===== src/rtl/cache_ctrl_pkg.sv =====
// Shared definitions for the 2-way set-associative cache controller.
// Holds the default geometry, the FSM state encoding and the way-select
// constants used by cache_ctrl and its tag comparators.
package cache_ctrl_pkg;

  localparam int TAG_W_DEF  = 3;
  localparam int IDX_W_DEF  = 2;
  localparam int DATA_W_DEF = 8;

  localparam int NUM_WAYS = 2;

  localparam logic WAY0 = 1'b0;
  localparam logic WAY1 = 1'b1;

  typedef enum logic [2:0] {
    ST_IDLE   = 3'd0,
    ST_LOOKUP = 3'd1,
    ST_MEM_RD = 3'd2,
    ST_MEM_WR = 3'd3,
    ST_RESP   = 3'd4
  } state_t;

  // With two ways the replacement pointer always names the way that was
  // not touched last.
  function automatic logic other_way(input logic way);
    return ~way;
  endfunction

endpackage


===== src/rtl/cache_ctrl_comparator3bit.sv =====
// 3-bit equality comparator used for the per-way tag match.
// Ports:
//   a, b : 3-bit operands
//   eq   : 1 when a == b
module comparator3bit (
  input  logic [2:0] a,
  input  logic [2:0] b,
  output logic       eq
);

  assign eq = (a == b);

endmodule


===== src/rtl/cache_ctrl.sv =====
// 2-way set-associative, write-through / no-write-allocate cache controller.
// One request is in flight at a time: IDLE accepts, LOOKUP checks both ways,
// MEM_RD fills on a read miss, MEM_WR writes through, RESP pulses once.
// Ports:
//   clk, rst_n              : clock, asynchronous active-low reset
//   cpu_valid/ready/we/addr/wdata : CPU request handshake ({tag, index} address)
//   resp_valid/hit/rdata    : one-cycle completion pulse and its results
//   mem_req/we/addr/wdata   : memory request, held until mem_ack
//   mem_ack/rdata           : memory completion, read data valid with ack
module cache_ctrl
  import cache_ctrl_pkg::*;
#(
  parameter int TAG_W  = TAG_W_DEF,
  parameter int IDX_W  = IDX_W_DEF,
  parameter int DATA_W = DATA_W_DEF
) (
  input  logic                   clk,
  input  logic                   rst_n,
  input  logic                   cpu_valid,
  output logic                   cpu_ready,
  input  logic                   cpu_we,
  input  logic [TAG_W+IDX_W-1:0] cpu_addr,
  input  logic [DATA_W-1:0]      cpu_wdata,
  output logic                   resp_valid,
  output logic                   resp_hit,
  output logic [DATA_W-1:0]      resp_rdata,
  output logic                   mem_req,
  output logic                   mem_we,
  output logic [TAG_W+IDX_W-1:0] mem_addr,
  output logic [DATA_W-1:0]      mem_wdata,
  input  logic                   mem_ack,
  input  logic [DATA_W-1:0]      mem_rdata
);

  localparam int ADDR_W = TAG_W + IDX_W;
  localparam int SETS   = 1 << IDX_W;

  state_t state_q, state_d;

  // Held low through reset and released by the first clock edge after it,
  // so cpu_ready stays low while rst_n is asserted.
  logic run_q, run_d;

  logic                          we_q, we_d;
  logic [ADDR_W-1:0]             addr_q, addr_d;
  logic [DATA_W-1:0]             wdata_q, wdata_d;
  logic                          hit_q, hit_d;
  logic [DATA_W-1:0]             rdata_q, rdata_d;
  logic [SETS-1:0][NUM_WAYS-1:0] valid_q, valid_d;
  logic [SETS-1:0]               lru_q, lru_d;

  logic              accept;
  logic [IDX_W-1:0]  cpu_idx;
  logic [IDX_W-1:0]  idx;
  logic [TAG_W-1:0]  tag;
  logic [DATA_W-1:0] way_data [NUM_WAYS];
  logic [NUM_WAYS-1:0] tag_eq;
  logic [NUM_WAYS-1:0] way_hit;
  logic              hit_any;
  logic              hit_way;
  logic              victim_way;
  logic              arr_we;
  logic              arr_way;
  logic [DATA_W-1:0] arr_wdata;

  assign accept  = cpu_valid && cpu_ready;
  assign cpu_idx = cpu_addr[IDX_W-1:0];
  assign idx     = addr_q[IDX_W-1:0];
  assign tag     = addr_q[ADDR_W-1:IDX_W];

  // Per-way tag/data storage. The indexed set is read on the accepting edge
  // so LOOKUP works from registered copies of both ways.
  genvar gi;
  generate
    for (gi = 0; gi < NUM_WAYS; gi++) begin : g_way
      localparam logic WAY_ID = 1'(gi);

      logic [TAG_W-1:0]  tag_mem  [SETS];
      logic [DATA_W-1:0] data_mem [SETS];
      logic [TAG_W-1:0]  rd_tag_q;
      logic [DATA_W-1:0] rd_data_q;

      always_ff @(posedge clk) begin
        if (arr_we && (arr_way == WAY_ID)) begin
          tag_mem[idx]  <= tag;
          data_mem[idx] <= arr_wdata;
        end
        if (accept) begin
          rd_tag_q  <= tag_mem[cpu_idx];
          rd_data_q <= data_mem[cpu_idx];
        end
      end

      assign way_data[gi] = rd_data_q;

      comparator3bit u_cmp (
        .a  (tag),
        .b  (rd_tag_q),
        .eq (tag_eq[gi])
      );

      assign way_hit[gi] = valid_q[idx][gi] & tag_eq[gi];
    end
  endgenerate

  assign hit_any = |way_hit;
  // Way 0 wins if both ways somehow match.
  assign hit_way = way_hit[0] ? WAY0 : WAY1;

  // Fill an empty way first (way 0 before way 1), else the LRU way.
  always_comb begin
    victim_way = lru_q[idx];
    if (!valid_q[idx][0]) begin
      victim_way = WAY0;
    end else if (!valid_q[idx][1]) begin
      victim_way = WAY1;
    end
  end

  // Array write port: write hits update in LOOKUP, read misses fill on ack.
  always_comb begin
    arr_we    = 1'b0;
    arr_way   = WAY0;
    arr_wdata = wdata_q;
    if ((state_q == ST_LOOKUP) && we_q && hit_any) begin
      arr_we  = 1'b1;
      arr_way = hit_way;
    end else if ((state_q == ST_MEM_RD) && mem_ack) begin
      arr_we    = 1'b1;
      arr_way   = victim_way;
      arr_wdata = mem_rdata;
    end
  end

  // State register.
  always_ff @(posedge clk or negedge rst_n) begin
    if (!rst_n) begin
      state_q <= ST_IDLE;
    end else begin
      state_q <= state_d;
    end
  end

  // Next-state logic.
  always_comb begin
    state_d = state_q;
    unique case (state_q)
      ST_IDLE:   if (accept) state_d = ST_LOOKUP;
      ST_LOOKUP: begin
        if (we_q)         state_d = ST_MEM_WR;
        else if (hit_any) state_d = ST_RESP;
        else              state_d = ST_MEM_RD;
      end
      ST_MEM_RD: if (mem_ack) state_d = ST_RESP;
      ST_MEM_WR: if (mem_ack) state_d = ST_RESP;
      ST_RESP:   state_d = ST_IDLE;
      default:   state_d = ST_IDLE;
    endcase
  end

  // Outputs: everything is qualified by state so it reads as zero when idle.
  always_comb begin
    cpu_ready  = (state_q == ST_IDLE) && run_q;
    resp_valid = (state_q == ST_RESP);
    resp_hit   = resp_valid && hit_q;
    resp_rdata = resp_valid ? rdata_q : '0;
    mem_req    = (state_q == ST_MEM_RD) || (state_q == ST_MEM_WR);
    mem_we     = (state_q == ST_MEM_WR);
    mem_addr   = mem_req ? addr_q : '0;
    mem_wdata  = mem_we ? wdata_q : '0;
  end

  // Request latch, response data, valid and LRU bookkeeping.
  always_comb begin
    run_d   = 1'b1;
    we_d    = we_q;
    addr_d  = addr_q;
    wdata_d = wdata_q;
    hit_d   = hit_q;
    rdata_d = rdata_q;
    valid_d = valid_q;
    lru_d   = lru_q;

    unique case (state_q)
      ST_IDLE: begin
        if (accept) begin
          we_d    = cpu_we;
          addr_d  = cpu_addr;
          wdata_d = cpu_wdata;
        end
      end
      ST_LOOKUP: begin
        hit_d   = hit_any;
        rdata_d = (!we_q && hit_any) ? way_data[hit_way] : '0;
        if (hit_any) begin
          lru_d[idx] = other_way(hit_way);
        end
      end
      ST_MEM_RD: begin
        if (mem_ack) begin
          rdata_d                = mem_rdata;
          valid_d[idx][victim_way] = 1'b1;
          lru_d[idx]             = other_way(victim_way);
        end
      end
      default: ;
    endcase
  end

  always_ff @(posedge clk or negedge rst_n) begin
    if (!rst_n) begin
      run_q   <= 1'b0;
      we_q    <= 1'b0;
      addr_q  <= '0;
      wdata_q <= '0;
      hit_q   <= 1'b0;
      rdata_q <= '0;
      valid_q <= '0;
      lru_q   <= '0;
    end else begin
      run_q   <= run_d;
      we_q    <= we_d;
      addr_q  <= addr_d;
      wdata_q <= wdata_d;
      hit_q   <= hit_d;
      rdata_q <= rdata_d;
      valid_q <= valid_d;
      lru_q   <= lru_d;
    end
  end

endmodule


===== config.mk =====
export PLATFORM = sky130hd
export DESIGN_NAME = cache_ctrl
export DESIGN_NICKNAME = d
export VERILOG_FILES = /design/src/rtl/cache_ctrl_pkg.sv /design/src/rtl/cache_ctrl_comparator3bit.sv /design/src/rtl/cache_ctrl.sv
export SDC_FILE = /design/constraint.sdc
export NUM_CORES = 1
export LEC_CHECK = 0
export ABC_CLOCK_PERIOD_IN_PS = 2500
export CAP_MARGIN = 40
export CORE_MARGIN = 4
export CORE_UTILIZATION = 52
export CTS_CLUSTER_DIAMETER = 60
export CTS_CLUSTER_SIZE = 24
export DETAILED_ROUTE_END_ITERATION = 6
export PLACE_DENSITY = 0.81
export SLEW_MARGIN = 20
export SYNTH_ARGS = -nofsm -noshare
export SYNTH_HDL_FRONTEND = slang
export SYNTH_SLANG_ARGS = --single-unit

===== constraint.sdc =====
create_clock -name clk -period 2.5 [get_ports clk]
set_input_delay 0.5 -clock clk [delete_from_list [all_inputs] [get_ports clk]]
set_output_delay 0.5 -clock clk [all_outputs]
set_load 0.01 [all_outputs]

==> results of run 1 <==
## cells in the final DEF (no fill, tap or decap), drive strengths merged, types with 3 or more instances in the layout
master	n
clkinvlp	4
xnor2	6
mux2	27
nand2	5
dlymetal6s2s	6
clkdlybuf4s50	39
buf	29
a21oi	9
mux4	25
inv	6
a21o	4
nand2b	4
clkbuf	18
dlygate4sd2	5
and3	8
clkinv	4
o21bai	4
nor3b	3
and2	15
o21ai	4
dfrtp	39
edfxtp	110
nor2	20
mux2i	8
a2bb2oi	8
## sequential cells by signal, summed over array words and instances, names as in the netlist
signal	count
state_q	3
hit_q	1
g_way.data_mem	64
lru_q	4
rdata_q	8
wdata_q	8
valid_q	8
g_way.rd_tag_q	6
addr_q	5
g_way.tag_mem	24
we_q	1
run_q	1
g_way.rd_data_q	16
## cells by family (layout without fill, tap and decap cells)
family	after synthesis	after routing	synth area share, %
flip-flops	149	149	71.04
AND/OR/NAND/NOR	66	67	6.190
buffers and inverters	17	114	1.288
AO/OA/AOI/OAI	38	38	4.757
multiplexers	60	60	15.79
other	1	1	0.06226
XOR/XNOR	6	6	0.8724
## power breakdown
part           total, mW  leakage (nW)  switching (mW)  internal (mW)
registers           3.72          1.47           0.368           3.35
logic               1.91          1.16            1.01          0.898
clock network       2.47         0.273           0.996           1.48
total               8.10          2.91            2.38           5.73
## stage by stage
| step | utilization (%) | cells | hold WS (ns) | total power, mW |
|---|---|---|---|---|
| final | 66.11 | 578 | 0.4552 | 8.104 |
| after global routing | 66.11 | 578 | 0.4727 | 8.471 |
| after CTS | 65.65 | 576 | 0.4474 | 8.118 |
| after detailed placement | 60.34 | 541 | 0.3612 | 5.614 |
| after global placement | 60.16 | 540 | 0.4347 | 5.516 |
| after floorplan | - | 337 | 0.2044 | 4.840 |
## cell type report
class,instances,area [sq um],area share [%]
clock buffers,18,429.2,5.710
clock inverters,14,151.4,2.014
inverters,2,7.507,0.09988
multi-input cells,172,1705,22.69
flip-flops and latches,149,4284,57.00
well taps,143,178.9,2.381
repair buffers,80,759.5,10.10
## per-layer routing
| metal | global-route usage, % | wire length [um] |
|---|---|---|
| met5 | 0 | 0 |
| met2 | 32.41 | 6347 |
| met3 | 5.274 | 792 |
| met4 | 7.889 | 291 |
| met1 | 26.80 | 5091 |
## final timing paths
check,endpoint,cells past startpoint,startpoint
worst min-delay path,valid_q[4],1,valid_q[4]
worst max register to register,g_way[0].tag_mem[2][1],6,addr_q[0]
min in group asynchronous,wdata_q[1],2,rst_n
worst min register to register,valid_q[4],1,valid_q[4]
worst max-delay path,mem_wdata[3],3,state_q[2]
max in group asynchronous,state_q[1],3,rst_n
## what timing repair did
action / in CTS / in global routing
pin swaps: 0 / 0
gates cloned: 1 / 1
hold endpoints to repair: 7 / 0
setup endpoints to repair: 35 / 54
hold buffers: 1 / 0
buffers inserted: 1 / 1
gates resized for setup: 9 / 13
## worst register-to-register path, delay by kind of cell, from the launching register on
kind,cells,cell delay (ns)
AOI/OAI and AO/OA,2,0.40
DFF,1,0.45
muxes,1,0.52
and+or+nand+nor,2,0.41
buffers and inverters,1,0.22
==> results.yml, run 1 <==
drt:
  drtIter0Drc: 335
  wl_per_cell_um: 21.66
  drc: 0
  viasPerCell: 5.768
  vias: 3334
  routed_wl_mm: 12.52
  drt_first_pass_iters: 5
  drtAntennaViolNets: 0
logic_synthesis:
  synth_seq_cells: 149
  synth-seq-area-share_pct: 71.04
  ys.flop_type: "edfxtp_1"
  synthTopCellsByCount: "110 x edfxtp_1, 39 x dfrtp_1, 24 x mux2_2, 24 x mux4_2, 20 x nor2_1"
  synth_top_area_share_pct: 54.84
  netlist_top_cells_area: "edfxtp_1 55%, dfrtp_1 16%, mux4_2 9.0%"
  syn_area_sq_um: 6023
  netlist-cell-type-count: 44
  async_reset_ff_share_pct: 26.17
  yosys.area.top_type: "edfxtp_1"
  syn_nets: 363
  ys_warn_count: 0
  netlist_instances: 337
  syn_area_per_cell_sq_um: 17.87
  synth_most_common_cell: "edfxtp_1"
  synth_edf_count: 110
critical_path:
  crit_path_max_fanout: 7
  r2r_slack_ns: 0.19
  crit_path_end_kind: "output port"
  cp.arrival_ns: 1.95
  crit_family: "buffers and inverters"
  required_ns: 2.00
  slowest_stage: "clkdlybuf4s50_1"
  crit_path_cell_trace: "and2b_4, and3_1, clkdlybuf4s50_1"
  startpoint_type: "register"
  cpPeakStageDelay_ns: 0.55
  cp_num_buf_inv: 1
  path_class: "reg -> out"
global_route:
  grtUsageTotal_pct: 20.21
  grt_start_max_net_pins: 33
  grt_antenna_before_repair: 0
  grt_pass1_wl_mm: 19.78
  grt_pass1_vias: 3447
  grt-ovfl-total: 0
cts:
  clk_pin_slew_ns: 0.06
  cts.sink_count: 149
  cts_tree: "done"
  clockRootBuffer: "clkbuf_16"
  cts.path.max_buffers: 2
  cts_buffers: 17
  clk_latency_ns: 0.42
  htreeDepth: 4
layout:
  nets: 448
  n_fill_cell: 756
  fin_area_sq_um: 7516
  syn_to_final_growth_pct: 24.78
  drive_gt1_share_pct: 28.28
  n_antenna_cell: 0
die:
  rows: 39
  die_area_sq_um: 13370
  core_sq_um: 11370
  die_y_um: 115.6
  fp.dieW_um: 115.6
  initial_utilization_pct: 52.98
  ioPinCount: 52
sta:
  fin_setup_tns_ns: 0
  period_share_pct: 97.87
  fin_ws_ns: 0.05336
  hold_viol_final: 0
  drv_slew: 0
  fin_crit_ns: 2.447
  setup_viol: 0
  clock_skew_ns: 0.007772
  fmax_mhz: 408.7
job:
  drv_cap: 0
place:
  routabilityCongestion: 0.8031
  port_buffers: 51
  place_ws_ns: 0.06194
  dp.final_hpwl_mm: 8.300
  placed_area_sq_um: 6860
outcome:
  outcome: "completed"
min_path:
  worstHoldPathType: "reg -> reg"
power:
  p_leak_nw: 2.906
  p_per_area_nw_per_um2: 1078
  peakVddDrop_mv: 0.6946
No activity file was read; power rests on OpenSTA's default activity.
==> inputs of run 2 (changes only) <==
- MAX_ROUTING_LAYER: not set -> met4
==> results.yml, run 2 (same netlist as run 1, synthesis figures left out) <==
min_path:
  worstHoldPathType: "reg -> reg"
sta:
  fin_setup_tns_ns: 0
  fin_ws_ns: 0.06316
  setup_viol: 0
  fin_crit_ns: 2.437
  hold_viol_final: 0
  clock_skew_ns: 0.01634
  period_share_pct: 97.47
  fmax_mhz: 410.4
  hold_slack_ns: 0.4553
  drv_slew: 0
die:
  initial_utilization_pct: 52.98
  rows: 39
  die_area_sq_um: 13370
  core_sq_um: 11370
  die_y_um: 115.6
  ioPinCount: 52
  fp.dieW_um: 115.6
layout:
  fin_area_sq_um: 7516
  syn_to_final_growth_pct: 24.78
  nets: 448
  fin_util_pct: 66.11
  regMostFlops: "g_way.data_mem"
  largest_reg_flops: 64
  largest_registers: "g_way.data_mem x64, g_way.tag_mem x24, g_way.rd_data_q x16"
  final_common_cell: "edfxtp_1"
  n_antenna_cell: 0
  final_cell_mix: "110 x edfxtp_1, 39 x clkdlybuf4s50_1, 35 x dfrtp_1"
  drive_gt1_share_pct: 28.28
  finalNonFillerCells: 578
cts:
  clk_latency_ns: 0.42
  cts.path.max_buffers: 2
  htreeDepth: 4
  cts.sink_count: 149
  clockRootBuffer: "clkbuf_16"
  clk_pin_slew_ns: 0.06
  cts_buffers: 17
  cts_tree: "done"
critical_path:
  cp.arrival_ns: 1.94
  cp_num_buf_inv: 1
  path_class: "reg -> out"
  required_ns: 2.00
  crit_path_end_kind: "output port"
  slowest_stage: "clkdlybuf4s50_1"
  startpoint_type: "register"
  crit_family: "buffers and inverters"
  crit_path_cell_trace: "and2b_4, and3_1, clkdlybuf4s50_1"
  cpPeakStageDelay_ns: 0.55
  crit_path_max_fanout: 7
place:
  dp_cells: 541
  dp.final_hpwl_mm: 8.300
  port_buffers: 51
  place_ws_ns: 0.06194
  placed_area_sq_um: 6860
  routabilityCongestion: 0.8147
job:
  drv_cap: 0
global_route:
  grt-busiest-layer: "met2"
  grt_util_met1_pct: 26.80
  grt-ovfl-total: 0
  use_met2_pct: 32.68
  grt_pass1_vias: 3443
  grt_antenna_before_repair: 0
  gr-usage-met3_pct: 5.274
  grtUsageTotal_pct: 20.89
  grt_start_max_net_pins: 33
  grt_pass1_wl_mm: 19.87
drt:
  routed_wl_mm: 12.43
  drc: 0
  wl_per_cell_um: 21.51
  vias: 3334
  drtAntennaViolNets: 0
  drtIter0Drc: 394
  viasPerCell: 5.768
  drt_first_pass_iters: 7
outcome:
  outcome: "completed"
power:
  power.total_mw: 8.099
  p_per_area_nw_per_um2: 1078
  peakVddDrop_mv: 0.6900
  p_leak_nw: 2.906
## run 2: cell counts in the layout (fill, tap and decap cells not counted)
No cell type changed its count.
## run 2: timing repair
item	4_1_cts	5_1_grt
cloned	1	1
buffers inserted	1	1
hold buffers	1	0
gates resized for setup	9	13
endpoints found under the setup margin	35	54
endpoints found under the hold margin	7	0
## run 2: metal layers
metal / up-vias / part of all wire, %
li1: 1497 / -
met1: 1692 / 41
met2: 121 / 51
met3: 24 / 5.6
met4: 0 / 2.3
met5: - / 0
## run 2: worst paths after layout
kind                       startpoint                     end  slack, ns  cells after the start
setup reg to reg            addr_q[2]  g_way[1].tag_mem[1][0]       0.20                      6
max in group asynchronous       rst_n              state_q[1]       1.60                      3
hold reg to reg            valid_q[4]              valid_q[4]       0.46                      1
min in group asynchronous       rst_n              wdata_q[1]       0.47                      2
setup / recovery           state_q[2]            mem_wdata[3]       0.06                      3
hold / removal             valid_q[4]              valid_q[4]       0.46                      1
## run 2: worst register-to-register path, cell delays in order, from the launching register on
cell,delay [ns]
dfrtp_1,0.64
xnor2_1,0.21
and4_1,0.35
nand4_1,0.13
o21a_1,0.26
nor2_1,0.16
buf_4,0.24
## run 2: cell type report
cell class | count | area, sq um
timing repair buffer | 80 | 759.5
multi-input combinational | 172 | 1705
fill | 756 | 3854
inverter | 2 | 7.507
clock buffer | 18 | 429.2
tap | 143 | 178.9
clock inverter | 14 | 151.4
sequential | 149 | 4284
## run 2: where the power goes
group | internal, mW | switching [mW] | leakage, nW
logic | 0.898 | 1.01 | 1.16
registers | 3.35 | 0.365 | 1.47
clock network | 1.48 | 0.993 | 0.273
==> inputs of run 3 (changes only) <==
- ABC_AREA: not set -> 1
- ABC_CLOCK_PERIOD_IN_PS: 2500 -> 2600
- CORE_UTILIZATION: 52 -> 55
- SYNTH_HIERARCHICAL: not set -> 1
- clock period: 2.5 -> 2.6 ns (I/O delays scaled with it)
==> results.yml, run 3 <==
die:
  fp.dieW_um: 115.4
  core_sq_um: 11080
  initial_utilization_pct: 57.23
  die_y_um: 115.4
  rows: 38
  ioPinCount: 52
  die_area_sq_um: 13310
drt:
  wl_per_cell_um: 17.38
  drc: 0
  drt_first_pass_iters: 5
  drtAntennaViolNets: 0
  vias: 4629
  routed_wl_mm: 14.34
  drtIter0Drc: 485
  viasPerCell: 5.611
cts:
  cts.sink_count: 149
  clk_pin_slew_ns: 0.06
  cts_buffers: 17
  cts.path.max_buffers: 2
  clk_latency_ns: 0.42
  clockRootBuffer: "clkbuf_16"
  cts_tree: "done"
  htreeDepth: 4
logic_synthesis:
  synth_fa_ha_area_share_pct: 0
  yosys.area.top_type: "edfxtp_1"
  synth_compound_area_share_pct: 9.453
  async_reset_ff_share_pct: 26.17
  synth-seq-area-share_pct: 67.50
  synth-simple-area-share_pct: 17.19
  synth_most_common_cell: "nor2_1"
  synth_edf_count: 110
  ys.flop_type: "edfxtp_1"
  netlist_instances: 602
  synth-xor-area-share_pct: 0.2763
  synth_seq_cells: 149
  syn_nets: 628
  ys_warn_count: 6
  syn_area_per_cell_sq_um: 10.53
  synth_top_area_share_pct: 52.10
  synth_top_family_by_area: "simple AND/OR/NAND/NOR gates"
  syn_area_sq_um: 6340
  netlist_top_cells_area: "edfxtp_1 52%, dfrtp_1 15%, nor2_1 6.8%"
  netlist-cell-type-count: 34
  synthTopCellsByCount: "115 x nor2_1, 110 x edfxtp_1, 110 x nand2_1"
  synthMuxAreaShare_pct: 0
sta:
  clock_skew_ns: 0.01293
  hold_slack_ns: 0.4855
  setup_viol: 0
  fmax_mhz: 395.5
  drv_slew: 0
  fin_crit_ns: 2.528
  hold_viol_final: 0
  period_share_pct: 97.24
  relSlewSlack_pct: 39.86
  tightest_slew_ns: 0.8926
layout:
  nets: 698
  finalNonFillerCells: 825
  syn_to_final_growth_pct: 21.45
  largest_registers: "g_way.data_mem x64, g_way.tag_mem x24, g_way.rd_data_q x16"
  fin_area_sq_um: 7700
  n_antenna_cell: 0
  n_fill_cell: 773
  final_common_cell: "nor2_1"
  largest_reg_flops: 64
  regMostFlops: "g_way.data_mem"
  final_cell_mix: "114 x nor2_1, 110 x nand2_1, 110 x edfxtp_1"
  drive_gt1_share_pct: 12.55
outcome:
  outcome: "completed"
global_route:
  grtUsageTotal_pct: 23.49
  grt_antenna_before_repair: 0
  grt_pass1_vias: 4695
  grt_pass1_wl_mm: 23.00
  grt_start_max_net_pins: 45
  grt-ovfl-total: 0
critical_path:
  cp.arrival_ns: 2.01
  required_ns: 2.08
  crit_top_cell: "inv_2"
  crit_path_cell_trace: "inv_2, nor3_4, buf_4, inv_2, nor2_1, clkdlybuf4s50_1"
  crit_path_max_fanout: 5
  crit_path_end_kind: "output port"
  startpoint_type: "register"
  cpPeakStageDelay_ns: 0.55
  path_class: "reg -> out"
  slowest_stage: "clkdlybuf4s50_1"
place:
  routabilityCongestion: 0.8436
  port_buffers: 51
  dp.final_hpwl_mm: 9.136
  placed_area_sq_um: 7091
  dp_cells: 790
power:
  power.total_mw: 8.193
  peakVddDrop_mv: 1.045
  p_per_area_nw_per_um2: 1064
  p_leak_nw: 3.012
min_path:
  worstHoldPathType: "in -> async"
job:
  drv_cap: 0
==> run 3: cell types whose count changed in the layout (fill, tap and decap cells not counted), moves of 11 or more <==
cell,before,now
and2_1,15,0
mux2_2,24,0
inv_1,2,48
mux4_2,24,0
o22ai_1,0,22
nor2_1,20,114
nand3_1,1,15
clkdlybuf4s50_1,39,50
nand2_1,5,110
o21ai_0,0,67
==> run 3: metal layers <==
| metal | track usage (%) | wire (um) | vias up |
|---|---|---|---|
| li1 | - | - | 2157 |
| met4 | 7.277 | 269 | 0 |
| met3 | 5.526 | 963 | 33 |
| met1 | 27.70 | 5524 | 2246 |
| met2 | 40.08 | 7578 | 193 |
| met5 | - | 0 | - |
==> run 3: final timing paths <==
check	to	depth (start not counted)	from	slack, ns
min	addr_q[4]	2	rst_n	0.49
max	resp_rdata[2]	6	state_q[2]	0.07
max reg2reg	g_way[0].data_mem[1][4]	11	addr_q[0]	0.35
max in group asynchronous	rdata_q[7]	3	rst_n	1.67
min in group clk	valid_q[0]	1	valid_q[0]	0.49
min reg2reg	valid_q[0]	1	valid_q[0]	0.49
==> run 3: report_power, final <==
group	internal [mW]	switching (mW)	total, mW
Sequential	3.26	0.284	3.54
Clock	1.34	1.00	2.34
Combinational	0.786	1.52	2.31
Total	5.39	2.80	8.19
==> run 3: repair_timing <==
action	in CTS	in global routing
gates resized for setup	1	5
hold buffers	1	0
buffers inserted	0	1
gates cloned	0	1
pin swaps	0	1
endpoints found under the setup margin	9	17
endpoints found under the hold margin	7	0
==> run 3: area by class of cell <==
type	count	area (sq um)	share of cell area, %
Clock buffer	17	425.4	5.525
Clock inverter	15	147.6	1.917
Inverter	57	220.2	2.860
Multi-Input combinational cell	372	1730	22.47
Sequential cell	149	4279	55.57
Tap cell	140	175.2	2.275
Timing Repair Buffer	74	718.2	9.327
Timing Repair inverter	1	3.754	0.04875
==> run 3: through the flow <==
| step | util [%] | setup TNS [ns] | setup slack [ns] |
|---|---|---|---|
| finish | 69.51 | 0 | 0.07176 |
| global route | 69.51 | -0.09282 | -0.03133 |
| CTS | 69.28 | 0 | 0.01980 |
| detailed placement | 64.01 | 0 | 0.2542 |
| global placement | 63.82 | 0 | 0.3207 |
| floorplan | - | 0 | 0.4949 |
==> run 3: logic make-up after synthesis <==
kind of cell	Yosys count
AO/OA/AOI/OAI	108
XOR/XNOR	2
buffers and inverters	81
flip-flops	149
other	1
AND/OR/NAND/NOR	261
==> run 3: worst max-delay path, delay by kind of cell (launching register included) <==
kind / cells / cell delay (ns)
buf+inv: 4 / 0.86
flops: 1 / 0.40
simple gates: 2 / 0.33
